===== src/rtl/pool_relu2.sv =====
// pool_relu2: ReLU + 2x2 stride-2 max pooling behind the convolution PE.
// Takes raster-order conv results and pairs columns horizontally. Even rows
// park their column-pair maxima in a line buffer. Odd rows combine with that
// buffer and push the ReLU'd value into a small output FIFO.
// Ports:
//   clk, n_reset        - clock, synchronous active-low reset
//   start               - frame enable, held high for the whole frame
//   conv_data/valid     - conv PE result pulse
//   ready_pool          - PE may accumulate (keeps one FIFO slot free)
//   pool_data/valid     - FIFO head, non-empty flag
//   pool_ready          - downstream pop request
//   frame_done          - every pooled output of the frame has been pushed
//   overflow            - sticky: push attempted into a full FIFO
module pool_relu2 #(
  parameter int unsigned FMAP_W     = 26,
  parameter int unsigned FMAP_H     = 26,
  parameter int unsigned FIFO_DEPTH = 4
) (
  input  logic               clk,
  input  logic               n_reset,
  input  logic               start,
  input  logic signed [15:0] conv_data,
  input  logic               conv_valid,
  output logic               ready_pool,
  output logic signed [15:0] pool_data,
  output logic               pool_valid,
  input  logic               pool_ready,
  output logic               frame_done,
  output logic               overflow
);

  localparam int unsigned COL_W = $clog2(FMAP_W);
  localparam int unsigned ROW_W = $clog2(FMAP_H);
  localparam int unsigned LB_N  = FMAP_W / 2;
  localparam int unsigned LB_W  = (LB_N > 1) ? $clog2(LB_N) : 1;
  localparam int unsigned PTR_W = $clog2(FIFO_DEPTH);
  localparam int unsigned CNT_W = $clog2(FIFO_DEPTH + 1);

  typedef enum logic [1:0] {
    S_IDLE = 2'd0,
    S_EVEN = 2'd1,
    S_ODD  = 2'd2,
    S_DONE = 2'd3
  } state_t;

  state_t              r_state;
  logic [COL_W-1:0]    r_col;
  logic [ROW_W-1:0]    r_row;
  logic signed [15:0]  r_pair;
  logic                r_frame_done;
  logic signed [15:0]  r_lbuf [LB_N];
  logic signed [15:0]  r_fifo [FIFO_DEPTH];
  logic [PTR_W-1:0]    r_rd_ptr;
  logic [PTR_W-1:0]    r_wr_ptr;
  logic [CNT_W-1:0]    r_count;
  logic                r_overflow;

  logic                w_active;
  logic                w_accept;
  logic [LB_W-1:0]     w_lb_idx;
  logic signed [15:0]  w_hmax;
  logic signed [15:0]  w_vmax;
  logic signed [15:0]  w_relu;
  logic                w_push;
  logic                w_pop;
  logic                w_full;
  logic                w_do_push;

  function automatic logic [PTR_W-1:0] ptr_inc(input logic [PTR_W-1:0] p);
    return (p == PTR_W'(FIFO_DEPTH - 1)) ? '0 : p + PTR_W'(1);
  endfunction

  // Datapath: horizontal pair max, vertical max against line buffer, ReLU
  assign w_active  = (r_state == S_EVEN) || (r_state == S_ODD);
  assign w_accept  = w_active && start && conv_valid;
  assign w_lb_idx  = LB_W'(r_col >> 1);
  assign w_hmax    = (r_pair > conv_data) ? r_pair : conv_data;
  assign w_vmax    = (w_hmax > r_lbuf[w_lb_idx]) ? w_hmax : r_lbuf[w_lb_idx];
  assign w_relu    = (w_vmax > 16'sd0) ? w_vmax : 16'sd0;

  // FIFO handshake; a full FIFO still takes a push when a pop frees the slot
  assign pool_valid = (r_count != '0);
  assign pool_data  = pool_valid ? r_fifo[r_rd_ptr] : 16'sd0;
  assign w_pop      = pool_valid && pool_ready;
  assign w_full     = (r_count == CNT_W'(FIFO_DEPTH));
  assign w_push     = w_accept && (r_state == S_ODD) && r_col[0];
  assign w_do_push  = w_push && (!w_full || w_pop);

  // One slot stays free for the result already in flight in the PE
  assign ready_pool = (r_count <= CNT_W'(FIFO_DEPTH - 2)) && w_active;
  assign frame_done = r_frame_done;
  assign overflow   = r_overflow;

  // Frame FSM with raster counters and the horizontal pair register
  always_ff @(posedge clk) begin
    if (!n_reset) begin
      r_state      <= S_IDLE;
      r_col        <= '0;
      r_row        <= '0;
      r_pair       <= '0;
      r_frame_done <= 1'b0;
    end else begin
      case (r_state)
        S_IDLE: begin
          if (start) begin
            r_state <= S_EVEN;
            r_col   <= '0;
            r_row   <= '0;
          end
        end
        S_EVEN, S_ODD: begin
          if (!start) begin
            r_state <= S_IDLE;
            r_col   <= '0;
            r_row   <= '0;
            r_pair  <= '0;
          end else if (conv_valid) begin
            if (!r_col[0]) r_pair <= conv_data;
            if (r_col == COL_W'(FMAP_W - 1)) begin
              r_col <= '0;
              if (r_row == ROW_W'(FMAP_H - 1)) begin
                r_row        <= '0;
                r_state      <= S_DONE;
                r_frame_done <= 1'b1;
              end else begin
                r_row   <= r_row + ROW_W'(1);
                r_state <= r_row[0] ? S_EVEN : S_ODD;
              end
            end else begin
              r_col <= r_col + COL_W'(1);
            end
          end
        end
        S_DONE: begin
          if (!start) begin
            r_state      <= S_IDLE;
            r_frame_done <= 1'b0;
            r_pair       <= '0;
          end
        end
        default: r_state <= S_IDLE;
      endcase
    end
  end

  // Line buffer: contents need no reset, every even row rewrites them
  always_ff @(posedge clk) begin
    if (w_accept && (r_state == S_EVEN) && r_col[0]) r_lbuf[w_lb_idx] <= w_hmax;
  end

  // FIFO storage; validity is carried by r_count alone
  always_ff @(posedge clk) begin
    if (w_do_push) r_fifo[r_wr_ptr] <= w_relu;
  end

  // FIFO pointers, occupancy and sticky overflow
  always_ff @(posedge clk) begin
    if (!n_reset) begin
      r_rd_ptr   <= '0;
      r_wr_ptr   <= '0;
      r_count    <= '0;
      r_overflow <= 1'b0;
    end else begin
      if (w_do_push) r_wr_ptr <= ptr_inc(r_wr_ptr);
      if (w_pop)     r_rd_ptr <= ptr_inc(r_rd_ptr);
      if (w_do_push && !w_pop)      r_count <= r_count + CNT_W'(1);
      else if (!w_do_push && w_pop) r_count <= r_count - CNT_W'(1);
      if (w_push && w_full && !w_pop) r_overflow <= 1'b1;
    end
  end

endmodule


===== config.mk =====
export PLATFORM = sky130hd
export DESIGN_NAME = pool_relu2
export DESIGN_NICKNAME = d
export VERILOG_FILES = /design/src/rtl/pool_relu2.sv
export SDC_FILE = /design/constraint.sdc
export NUM_CORES = 1
export LEC_CHECK = 0
export BUFFER_PORTS_ARGS = -buffer_cell sky130_fd_sc_hd__buf_4
export CORE_AREA = 2 2 184 186
export DETAILED_ROUTE_END_ITERATION = 10
export DIE_AREA = 0 0 186 188
export GPL_TIMING_DRIVEN = 0
export SYNTH_ARGS = -nofsm -noshare
export SYNTH_HDL_FRONTEND = slang
export SYNTH_SLANG_ARGS = --single-unit
export TNS_END_PERCENT = 30

===== constraint.sdc =====
create_clock -name clk -period 4.3 [get_ports clk]
set_input_delay 0 -clock clk [delete_from_list [all_inputs] [get_ports clk]]
set_output_delay 0 -clock clk [all_outputs]
set_load 0.02 [all_outputs]

==> metrics <==
R2R Path End r_fifo[0][11]$_DFFE_PP_; fin nets approximately 1100; Hold Path Sink overflow$_SDFFE_PN0P_; status finished, violations left; area of the die around 35000 um2; DRT Wirelength about 33000 um; HP Start conv_valid; first-pass GRT wire length 50170 um; pin count of the biggest net entering global routing 17; internal reg-to-reg setup slack -0.19 ns; library cell with the highest instance count after synthesis sky130_fd_sc_hd__edfxtp_1; worst max-slew margin expressed relative to the limit 29.43%; clk sinks 315; deepest level of the CTS H-tree 2; area share of the largest cell type after synthesis 59.55%; total count of hold-check failures in the final report 0; synth cell count leaders 272 x sky130_fd_sc_hd__edfxtp_1, 74 x sky130_fd_sc_hd__mux4_2, 56 x sky130_fd_sc_hd__nand2_1, 47 x sky130_fd_sc_hd__ha_1, 43 x sky130_fd_sc_hd__dfxtp_1; TritonCTS clock tree built; count of boundary I/O pins between 40 and 50; number of synthesized flops with an enable pin 272; die outline height between 150 and 200 um; area inside the core boundary between 30000 and 40000 um2; number of buffers inserted during clock tree synthesis 35; share of flip-flops with an asynchronous set or reset after synthesis 0%; maximum net fanout on the critical path 7; Unique masters post-synth 63; Design Power 7564 uW; Largest delay share family, worst path compound AO/OA/AOI/OAI gates; area grow syn2layout 25.22%; setup TNS -8.687 ns; Critical Path, Cell by Cell ha_4 > a211o_1 > o211ai_2 > a31oi_4 > nor4_4 > mux2i_4 > buf_12 > clkbuf_16 > nand2_4 > o21ai_4 > ha_4 > a21o_1 > a2111oi_4 > o21ai_1 > and2_4 > a31oi_4 > nor3_4 > buf_6 > a221o_1; areal power density over the cells around 440 nW/um2; Vias per Instance ~5.5; half-perimeter wire length after detailed placement between 20000 and 25000 um; synthesized area per cell roughly 16 um2; type of element capturing the critical path register; shortest clock period the worst path allows after layout 4.491 ns; failing checks negative setup slack; diode count 0; Cells on Worst Hold Path 5; total count of max-transition violations in the final report 0; Worst R2R Path Depth 19; count of fill cells added during filler insertion 2673; Port Buf Inserts 39; unrepaired setup endpoints after global routing true; cell types with the largest area share after synthesis sky130_fd_sc_hd__edfxtp_1 60%, sky130_fd_sc_hd__mux4_2 12%, sky130_fd_sc_hd__dfxtp_1 6.3%, sky130_fd_sc_hd__ha_1 4.3%, sky130_fd_sc_hd__nand2_1 1.5%; Seq/Total Area, Yosys between 60% and 70%; final routed DRC violation total 0; detailed-route wire length per cell between 20 and 25 um; starting density of the core 41.42%; worst clock skew on the final layout between 0.02 and 0.03 ns; Critical Path Slowest Stage Cell sky130_fd_sc_hd__nor4_4; post-synthesis instance area 13720 um2; gpl congestion around 0.81; Max rail drop VDD between 0.0003 and 0.0004 V; via count of the first global-routing pass 8195; residual antenna-violating net count after detailed routing 0; transition time of the tightest slew-check pin about 1.1 ns; dominant register cell in the synthesized netlist sky130_fd_sc_hd__edfxtp_1; fraction of final layout cells sized beyond drive strength 1 a little under a third; fraction of the core area covered by cells at the end of the flow ~52%; start point of the critical path r_pair[5]$_SDFFE_PN0P_; type of the worst min-delay path primary input to register; flops & latches, synth about 320; post-layout instance count excluding filler cells between 1000 and 1500; cell type with the highest aggregate area in the netlist sky130_fd_sc_hd__edfxtp_1; overflow left after global routing 0; Max Root-Sink Buffers 3; clock slew at the register clock pins of the worst setup and hold paths roughly 0.060 ns; row count 67; initial antenna violation count 0; worst reg2reg startpoint r_pair[5]$_SDFFE_PN0P_; total routing resource utilization after global routing slightly below 20%; kind of start point of the critical path register; leakage power figure just under 0.006 uW; root buf cell sky130_fd_sc_hd__clkbuf_16; number of max-cap violations 0; die width 186 um; arrival time worst endpoint 4.72 ns; required time at the endpoint of the critical path between 4 and 5 ns; clock latency reported for the late side of the worst-skew pair roughly 0.53 ns; largest stage delay on the critical path between 0.3 and 0.4 ns; setup slack after layout -0.1912 ns; number of iterations in the first detailed-routing pass 4; maximum clock frequency ~220 MHz; share of the cycle needed by the critical path after routing 104.4%; critical path class register to register; Synth Instances ~840; crit path buf inv count 3; starting DRC count in detailed routing 632; Synth Warn # 0; number of vias after detailed routing between 8000 and 9000; number of instances in the placed design 1347; Setup-failing EPs final 60
## report_power, final
part | internal, uW | switching (uW) | total, uW
logic | 539 | 664 | 1200
registers | 3400 | 34.1 | 3440
clock network | 1700 | 1220 | 2920
## final cells by class
cell class / instances / area, um2 / area share [%]
plain buffers: 39 / 279.0 / 1.624
clock buffers: 47 / 953.4 / 5.551
clock inverters: 17 / 176.4 / 1.027
inverters: 43 / 161.4 / 0.9397
multi-input cells: 444 / 4840 / 28.18
flip-flops and latches: 315 / 9045 / 52.66
well taps: 448 / 560.5 / 3.263
repair buffers: 125 / 1161 / 6.760
## routing by layer
| metal | GRT usage [%] | up-vias | routed length (um) |
|---|---|---|---|
| li1 | - | 3619 | - |
| met1 | 27.01 | 4142 | 14560 |
| met2 | 31.97 | 244 | 16200 |
| met3 | 2.894 | 67 | 1742 |
| met4 | 5.391 | 0 | 842 |
| met5 | 0 | - | 0 |
## through the flow
stage	setup slack [ns]	cell area (um2)	hold WS [ns]
2_1_floorplan	0.02605	13820	0.1519
3_3_place_gp	-1.021	14670	0.2972
3_5_place_dp	-0.9894	14930	0.3038
4_1_cts	-0.1776	16890	-0.04221
5_1_grt	-0.3082	17180	0.1359
6_report	-0.1912	17180	0.08491
## placed cells by master, fill, tap and decap left out, drive strengths merged, types with 9 or more instances in the layout
cell type	count
nor3	11
clkinv	12
dfxtp	43
ha	47
a21oi	15
inv	44
nor2	33
a21boi	18
nand3	20
clkbuf	76
mux4	76
edfxtp	272
dlygate4sd3	23
o21ai	21
a221o	15
nand4	9
nor2b	13
nand2	56
and2	23
nor4b	15
buf	111
## state kept, by name (all words and copies together), names as in the netlist, 2 cells and up, named ones only
register  flops
r_count       3
r_state       2
r_fifo       64
r_rd_ptr      2
r_row         5
r_wr_ptr      2
r_pair       16
r_col         5
r_lbuf      208
## worst min-delay path, delay by kind of cell
kind | cells | cell delay (ns)
buf+inv | 1 | 0.19
compound gates | 1 | 0.15
simple gates | 3 | 0.22
## how the worst max path moves through the flow
stage / end / cells past startpoint
floorplan: r_fifo[0][10]$_DFFE_PP_ / 19
global placement: r_fifo[2][8]$_DFFE_PP_ / 14
detailed placement: r_fifo[2][8]$_DFFE_PP_ / 17
CTS: r_fifo[2][14]$_DFFE_PP_ / 19
global route: r_fifo[0][11]$_DFFE_PP_ / 19
finish: r_fifo[0][11]$_DFFE_PP_ / 19
## logic make-up (layout without fill, tap and decap cells)
family | Yosys count | count (layout) | synth area share, %
xor gates and xnor gates | 8 | 8 | 0.5108
other | 1 | 4 | 0.02734
DFF | 315 | 315 | 65.82
adders and majority gates | 48 | 48 | 4.433
and+or+nand+nor | 198 | 198 | 7.854
buffers and inverters | 85 | 271 | 2.727
AOI/OAI and AO/OA | 101 | 101 | 5.363
muxes | 85 | 85 | 13.26
## what timing repair did
action	CTS	global route
hold buffers	22	1
pin swaps	35	28
gates cloned	3	3
setup buffers	27	16
hold endpoints to repair	88	4
gates resized for setup	62	34
endpoints found under the setup margin	60	60
Power figures use the tool's default switching activity.
